===== src/rtl/exception_ctrl.sv =====
// exception_ctrl: memory-stage exception arbiter in front of the CP0 register file.
// Ports: clk/rst (sync, active-high); int_i raw interrupts -> int_sync_o; mem_* per-instruction
//   exception flags, PC and delay-slot flag; cp0_* current CP0 state; wb_cp0_* write-back bypass;
//   exception_type_o/exc_inst_addr_o/exc_in_delayslot_o to CP0; flush_o/new_pc_o to the pipeline;
//   exc_count_o saturating count of taken exceptions.
// Latency: detection to flush_o is combinational (0 cycles); int_i to int_sync_o is 2 edges.
module exception_ctrl #(
  parameter logic [31:0] EXC_VECTOR   = 32'h0000_0020,
  parameter int unsigned DRAIN_CYCLES = 3
) (
  input  logic        clk,
  input  logic        rst,
  input  logic [5:0]  int_i,
  input  logic        mem_valid_i,
  input  logic [31:0] mem_exc_flags_i,
  input  logic [31:0] mem_inst_addr_i,
  input  logic        mem_in_delayslot_i,
  input  logic [31:0] cp0_status_i,
  input  logic [31:0] cp0_cause_i,
  input  logic [31:0] cp0_epc_i,
  input  logic        wb_cp0_we_i,
  input  logic [4:0]  wb_cp0_addr_i,
  input  logic [31:0] wb_cp0_data_i,
  output logic [5:0]  int_sync_o,
  output logic [31:0] exception_type_o,
  output logic [31:0] exc_inst_addr_o,
  output logic        exc_in_delayslot_o,
  output logic        flush_o,
  output logic [31:0] new_pc_o,
  output logic [15:0] exc_count_o
);

  localparam logic [4:0]  CP0_STATUS = 5'd12;
  localparam logic [4:0]  CP0_CAUSE  = 5'd13;
  localparam logic [4:0]  CP0_EPC    = 5'd14;

  localparam logic [31:0] CODE_INT  = 32'h0000_0001;
  localparam logic [31:0] CODE_SYS  = 32'h0000_0008;
  localparam logic [31:0] CODE_INV  = 32'h0000_000a;
  localparam logic [31:0] CODE_TRAP = 32'h0000_000d;
  localparam logic [31:0] CODE_OV   = 32'h0000_000c;
  localparam logic [31:0] CODE_ERET = 32'h0000_000e;

  localparam logic [3:0]  DRAIN_LOAD = 4'(DRAIN_CYCLES);

  typedef enum logic {ST_RUN, ST_DRAIN} state_t;

  state_t      state_q, state_d;
  logic [3:0]  drain_cnt_q, drain_cnt_d;
  logic [5:0]  int_meta_q, int_meta_d;
  logic [5:0]  int_sync_q, int_sync_d;
  logic [15:0] exc_count_q, exc_count_d;

  logic [31:0] status_eff;
  logic [31:0] cause_eff;
  logic [31:0] epc_eff;
  logic        int_pending;
  logic [31:0] exc_code;
  logic        detect;

  // Bits of the CP0 words and flag vector that carry no meaning here.
  logic unused_bits;
  assign unused_bits = ^{mem_exc_flags_i[31:13], mem_exc_flags_i[7:0],
                         status_eff[31:16], status_eff[7:2],
                         cause_eff[31:16], cause_eff[7:0]};

  // Write-back bypass: CP0 only sees the WB write on the next edge, so the
  // in-flight value must be used for this cycle's decision.
  always_comb begin
    status_eff = cp0_status_i;
    cause_eff  = cp0_cause_i;
    epc_eff    = cp0_epc_i;
    if (wb_cp0_we_i) begin
      if (wb_cp0_addr_i == CP0_STATUS) status_eff = wb_cp0_data_i;
      if (wb_cp0_addr_i == CP0_EPC)    epc_eff    = wb_cp0_data_i;
      // Only the software interrupt bits of cause are writable.
      if (wb_cp0_addr_i == CP0_CAUSE)  cause_eff[9:8] = wb_cp0_data_i[9:8];
    end
  end

  // Masked pending interrupt, with EXL clear and IE set.
  always_comb begin
    int_pending = (|(cause_eff[15:8] & status_eff[15:8])) &&
                  !status_eff[1] && status_eff[0];
  end

  // Fixed priority: interrupt beats every synchronous exception.
  always_comb begin
    exc_code = 32'h0;
    if (int_pending)             exc_code = CODE_INT;
    else if (mem_exc_flags_i[8])  exc_code = CODE_SYS;
    else if (mem_exc_flags_i[9])  exc_code = CODE_INV;
    else if (mem_exc_flags_i[10]) exc_code = CODE_TRAP;
    else if (mem_exc_flags_i[11]) exc_code = CODE_OV;
    else if (mem_exc_flags_i[12]) exc_code = CODE_ERET;
  end

  // Bubbles and anything arriving while flushed work drains are never taken.
  always_comb begin
    detect = (state_q == ST_RUN) && mem_valid_i && !rst && (exc_code != 32'h0);
  end

  always_comb begin
    exception_type_o   = 32'h0;
    flush_o            = 1'b0;
    new_pc_o           = 32'h0;
    exc_inst_addr_o    = 32'h0;
    exc_in_delayslot_o = 1'b0;
    if (!rst) begin
      exc_inst_addr_o    = mem_inst_addr_i;
      exc_in_delayslot_o = mem_in_delayslot_i;
    end
    if (detect) begin
      exception_type_o = exc_code;
      flush_o          = 1'b1;
      new_pc_o         = (exc_code == CODE_ERET) ? epc_eff : EXC_VECTOR;
    end
  end

  // Drain FSM: after a flush, hold off detection for DRAIN_CYCLES cycles so
  // the flushed bubbles cannot raise a second exception.
  always_comb begin
    state_d     = state_q;
    drain_cnt_d = drain_cnt_q;
    case (state_q)
      ST_RUN: begin
        if (detect) begin
          state_d     = ST_DRAIN;
          drain_cnt_d = DRAIN_LOAD;
        end
      end
      ST_DRAIN: begin
        drain_cnt_d = drain_cnt_q - 4'd1;
        if (drain_cnt_q <= 4'd1) begin
          state_d     = ST_RUN;
          drain_cnt_d = 4'd0;
        end
      end
      default: begin
        state_d     = ST_RUN;
        drain_cnt_d = 4'd0;
      end
    endcase
  end

  always_comb begin
    int_meta_d  = int_i;
    int_sync_d  = int_meta_q;
    exc_count_d = exc_count_q;
    if (detect && (exc_count_q != 16'hFFFF)) exc_count_d = exc_count_q + 16'd1;
  end

  always_ff @(posedge clk) begin
    if (rst) begin
      state_q     <= ST_RUN;
      drain_cnt_q <= 4'd0;
      int_meta_q  <= 6'd0;
      int_sync_q  <= 6'd0;
      exc_count_q <= 16'd0;
    end else begin
      state_q     <= state_d;
      drain_cnt_q <= drain_cnt_d;
      int_meta_q  <= int_meta_d;
      int_sync_q  <= int_sync_d;
      exc_count_q <= exc_count_d;
    end
  end

  assign int_sync_o  = int_sync_q;
  assign exc_count_o = exc_count_q;

endmodule

===== config.mk =====
export PLATFORM = sky130hd
export DESIGN_NAME = exception_ctrl
export DESIGN_NICKNAME = d
export VERILOG_FILES = /design/src/rtl/exception_ctrl.sv
export SDC_FILE = /design/constraint.sdc
export NUM_CORES = 1
export LEC_CHECK = 0
export ABC_AREA = 1
export CORE_AREA = 2 2 126 128
export DETAILED_ROUTE_END_ITERATION = 8
export DIE_AREA = 0 0 128 130
export PLACE_DENSITY = 0.6
export SLEW_MARGIN = 20
export SYNTH_ARGS = -nofsm -noshare
export SYNTH_HDL_FRONTEND = slang
export SYNTH_SLANG_ARGS = --single-unit

===== constraint.sdc =====
create_clock -name clk -period 2.95 [get_ports clk]
set_clock_uncertainty 0.15 [all_clocks]
set_input_delay 0.59 -clock clk [delete_from_list [all_inputs] [get_ports clk]]
set_output_delay 0.59 -clock clk [all_outputs]
set_load 0.01 [all_outputs]

==> impl_metrics.tcl <==
set metrics [dict create \
    status "complete, but fails checks" \
    failed_checks "setup timing" \
    layout_common_cells "clkdlybuf4s50_1, nor2_1, inv_1, nand2_1, buf_4" \
    setup_violations 35 \
    rsz0062_at_grt "yes" \
    via_count 3758 \
    reg2reg_slack_ps 730 \
    avgSynthCellArea_um2 6.31 \
    ir_drop_v 0.000206 \
    start_kind "input port" \
    die_h_um 130 \
    crit_start "cp0_status_i[14]" \
    drv_slew 0 \
    grt_pass1_vias 3497 \
    cp_max_fo 7 \
    drive_above_1_share_pct 24.5 \
    hold_viol 0 \
    async_reset_ff_share_pct 0 \
    areaGrowthSynthToFinish_pct 100 \
    overflow 0 \
    synth_edf_count 0 \
    design.core.area_um2 15400 \
    crit_end "new_pc_o[19]" \
    grt_use_total_pct 14.7 \
    hold_start "int_meta_q[1]$_SDFF_PP0_" \
    ys_types 31 \
    fmax_ghz 0.322 \
    dp_worst_setup_slack_ps -926 \
    p_per_area_nw_per_um2 262 \
    wirelength_um 13000 \
    clk_latency_ps 270 \
    portBuffers 226 \
    ant_nets 0 \
    instances_no_fill 926 \
    cp.required_ps 2210 \
    yosysTopAreaCell "dfxtp_1" \
    ys_seq_area_share_pct 22.4 \
    post-route-min-period_ps 3110 \
    grt_pass1_wl_um 18900 \
    cts_buffers 5 \
    root_buffer "clkbuf_16" \
    min_path_type "reg -> reg" \
    ys.flop_type "dfxtp_1" \
    netlist_area_um2 2950 \
    drtPass1Iterations 4 \
    maxCapViolations 0 \
    p_leak_uw 0.00296 \
    clkTransAtPathRegs_ps 50 \
    antenna_found_initial 5 \
    drc_errors 0 \
    dp_cells 896 \
    setup-tns-final_ps -2000 \
    final_common_cell "clkdlybuf4s50_1" \
    crit_arrival_ps 2370 \
    clockBufferDepth 2 \
    grt_max_degree 64 \
    cts_tree "done" \
    slew_headroom_pct 55.0 \
    drtIter0Drc 104 \
    synth_warnings 0 \
    vias_per_cell 4.06 \
    htreeDepth 2 \
    reg2regPathDepth 10 \
    dieArea_um2 16600 \
    reg2reg_from "exc_count_o[0]$_SDFFE_PP0P_" \
    io_pins 328 \
    clock_sinks 33 \
    crit_path_end_kind "output pin" \
    post-route-period-util_pct 105 \
    synth_area_leaders "dfxtp_1, nor2_1, inv_1" \
    worst_pin_slew_ps 674 \
    ys_seq_elements 33 \
    initial_core_util_pct 19.1 \
    fin_nets 942 \
    fin_ws_ps -156 \
    synth_top_area_share_pct 22.4 \
    timing.rr.end "exc_count_o[1]$_SDFFE_PP0P_" \
    gp_congestion 0.857 \
    crit_type "in -> out" \
    routedWlPerCell_um 14.0 \
    postSynthCellCount 467 \
    chipWidth_um 128 \
    row_count 46 \
    dp.final_hpwl_um 10200 \
]
[report_power, final]
part | switching [uW] | internal, uW
Clock | 182 | 357
Sequential | 9.78 | 462
Combinational | 231 | 307
[flip-flops by register name, indices dropped and copies added (netlist names)]
| register | count |
|---|---|
| int_meta_q | 6 |
| drain_cnt_q | 4 |
| exc_count_o | 16 |
| int_sync_o | 6 |
| state_q | 1 |
[stage by stage]
step | cell area, um2 | utilization (%) | total power [uW] | hold slack, ps
floorplan | 3050 | - | 695 | 238
finish | 5900 | 38.2 | 1550 | 251
detailed placement | 5500 | 35.6 | 981 | 244
CTS | 5810 | 37.7 | 1550 | 251
global placement | 5500 | 35.6 | 980 | 239
global route | 5890 | 38.2 | 1630 | 266
[worst max-delay path: stages]
cell	delay, ps
clkdlybuf4s50_1	400
inv_1	60
nand2_1	50
nand3_1	100
nand2_2	50
nor2_2	120
nand2_1	70
nand2_2	90
nand2_4	70
nor2_4	170
nand2_8	120
buf_16	160
buf_12	120
nor2_2	60
buf_2	130
[routing by layer]
layer	part of all wire, %	up-vias	global-route usage, %
met5	0.42	-	0
met4	1.8	8	3.30
met3	12	22	5.95
met2	42	197	23.5
met1	43	1620	18.5
li1	-	1911	-
[worst min-delay path by stage]
stage | slack (ps) | end | cells after the start
after detailed placement | 240 | int_sync_o[2]$_SDFF_PP0_ | 2
after global routing | 270 | int_sync_o[2]$_SDFF_PP0_ | 2
after global placement | 240 | int_sync_o[0]$_SDFF_PP0_ | 2
final | 250 | int_sync_o[1]$_SDFF_PP0_ | 2
after CTS | 250 | int_sync_o[2]$_SDFF_PP0_ | 2
after floorplan | 240 | int_sync_o[0]$_SDFF_PP0_ | 2
[cell usage after synthesis, drive strengths merged, types with 3 or more instances]
library cell / count
nand3: 37
inv: 87
nor3: 5
xnor2: 4
o21ai: 3
a21oi: 27
mux2i: 25
nand4: 5
nor4: 3
nor2: 106
clkbuf: 8
nand3b: 4
nand2: 64
dfxtp: 33
ha: 3
buf: 39
xor2: 11
[repair_timing]
action	CTS	global route
hold buffers	0	0
buffers inserted	13	4
cloned	4	0
pin swaps	25	22
setup endpoints to repair	51	37
resized for setup	238	22
hold endpoints to repair	0	0
[cells by family after synthesis]
family,after synthesis,share of synthesized area [%]
xor+xnor,15,4.46
fa+ha+maj,3,1.27
compound gates,32,6.84
other cells,1,0.127
mux,25,8.49
simple gates,224,34.5
buf+inv,134,21.9
flops,33,22.4
[final cells by class]
cell class | instances | area, um2
Antenna cell | 2 | 5.00
Clock buffer | 7 | 153
Multi-Input combinational cell | 328 | 1910
Clock inverter | 1 | 5.00
Timing Repair Buffer | 276 | 2590
Fill cell | 1608 | 9530
Inverter | 87 | 332
Sequential cell | 33 | 661
Tap cell | 192 | 240
No activity file was read; power rests on OpenSTA's default activity.
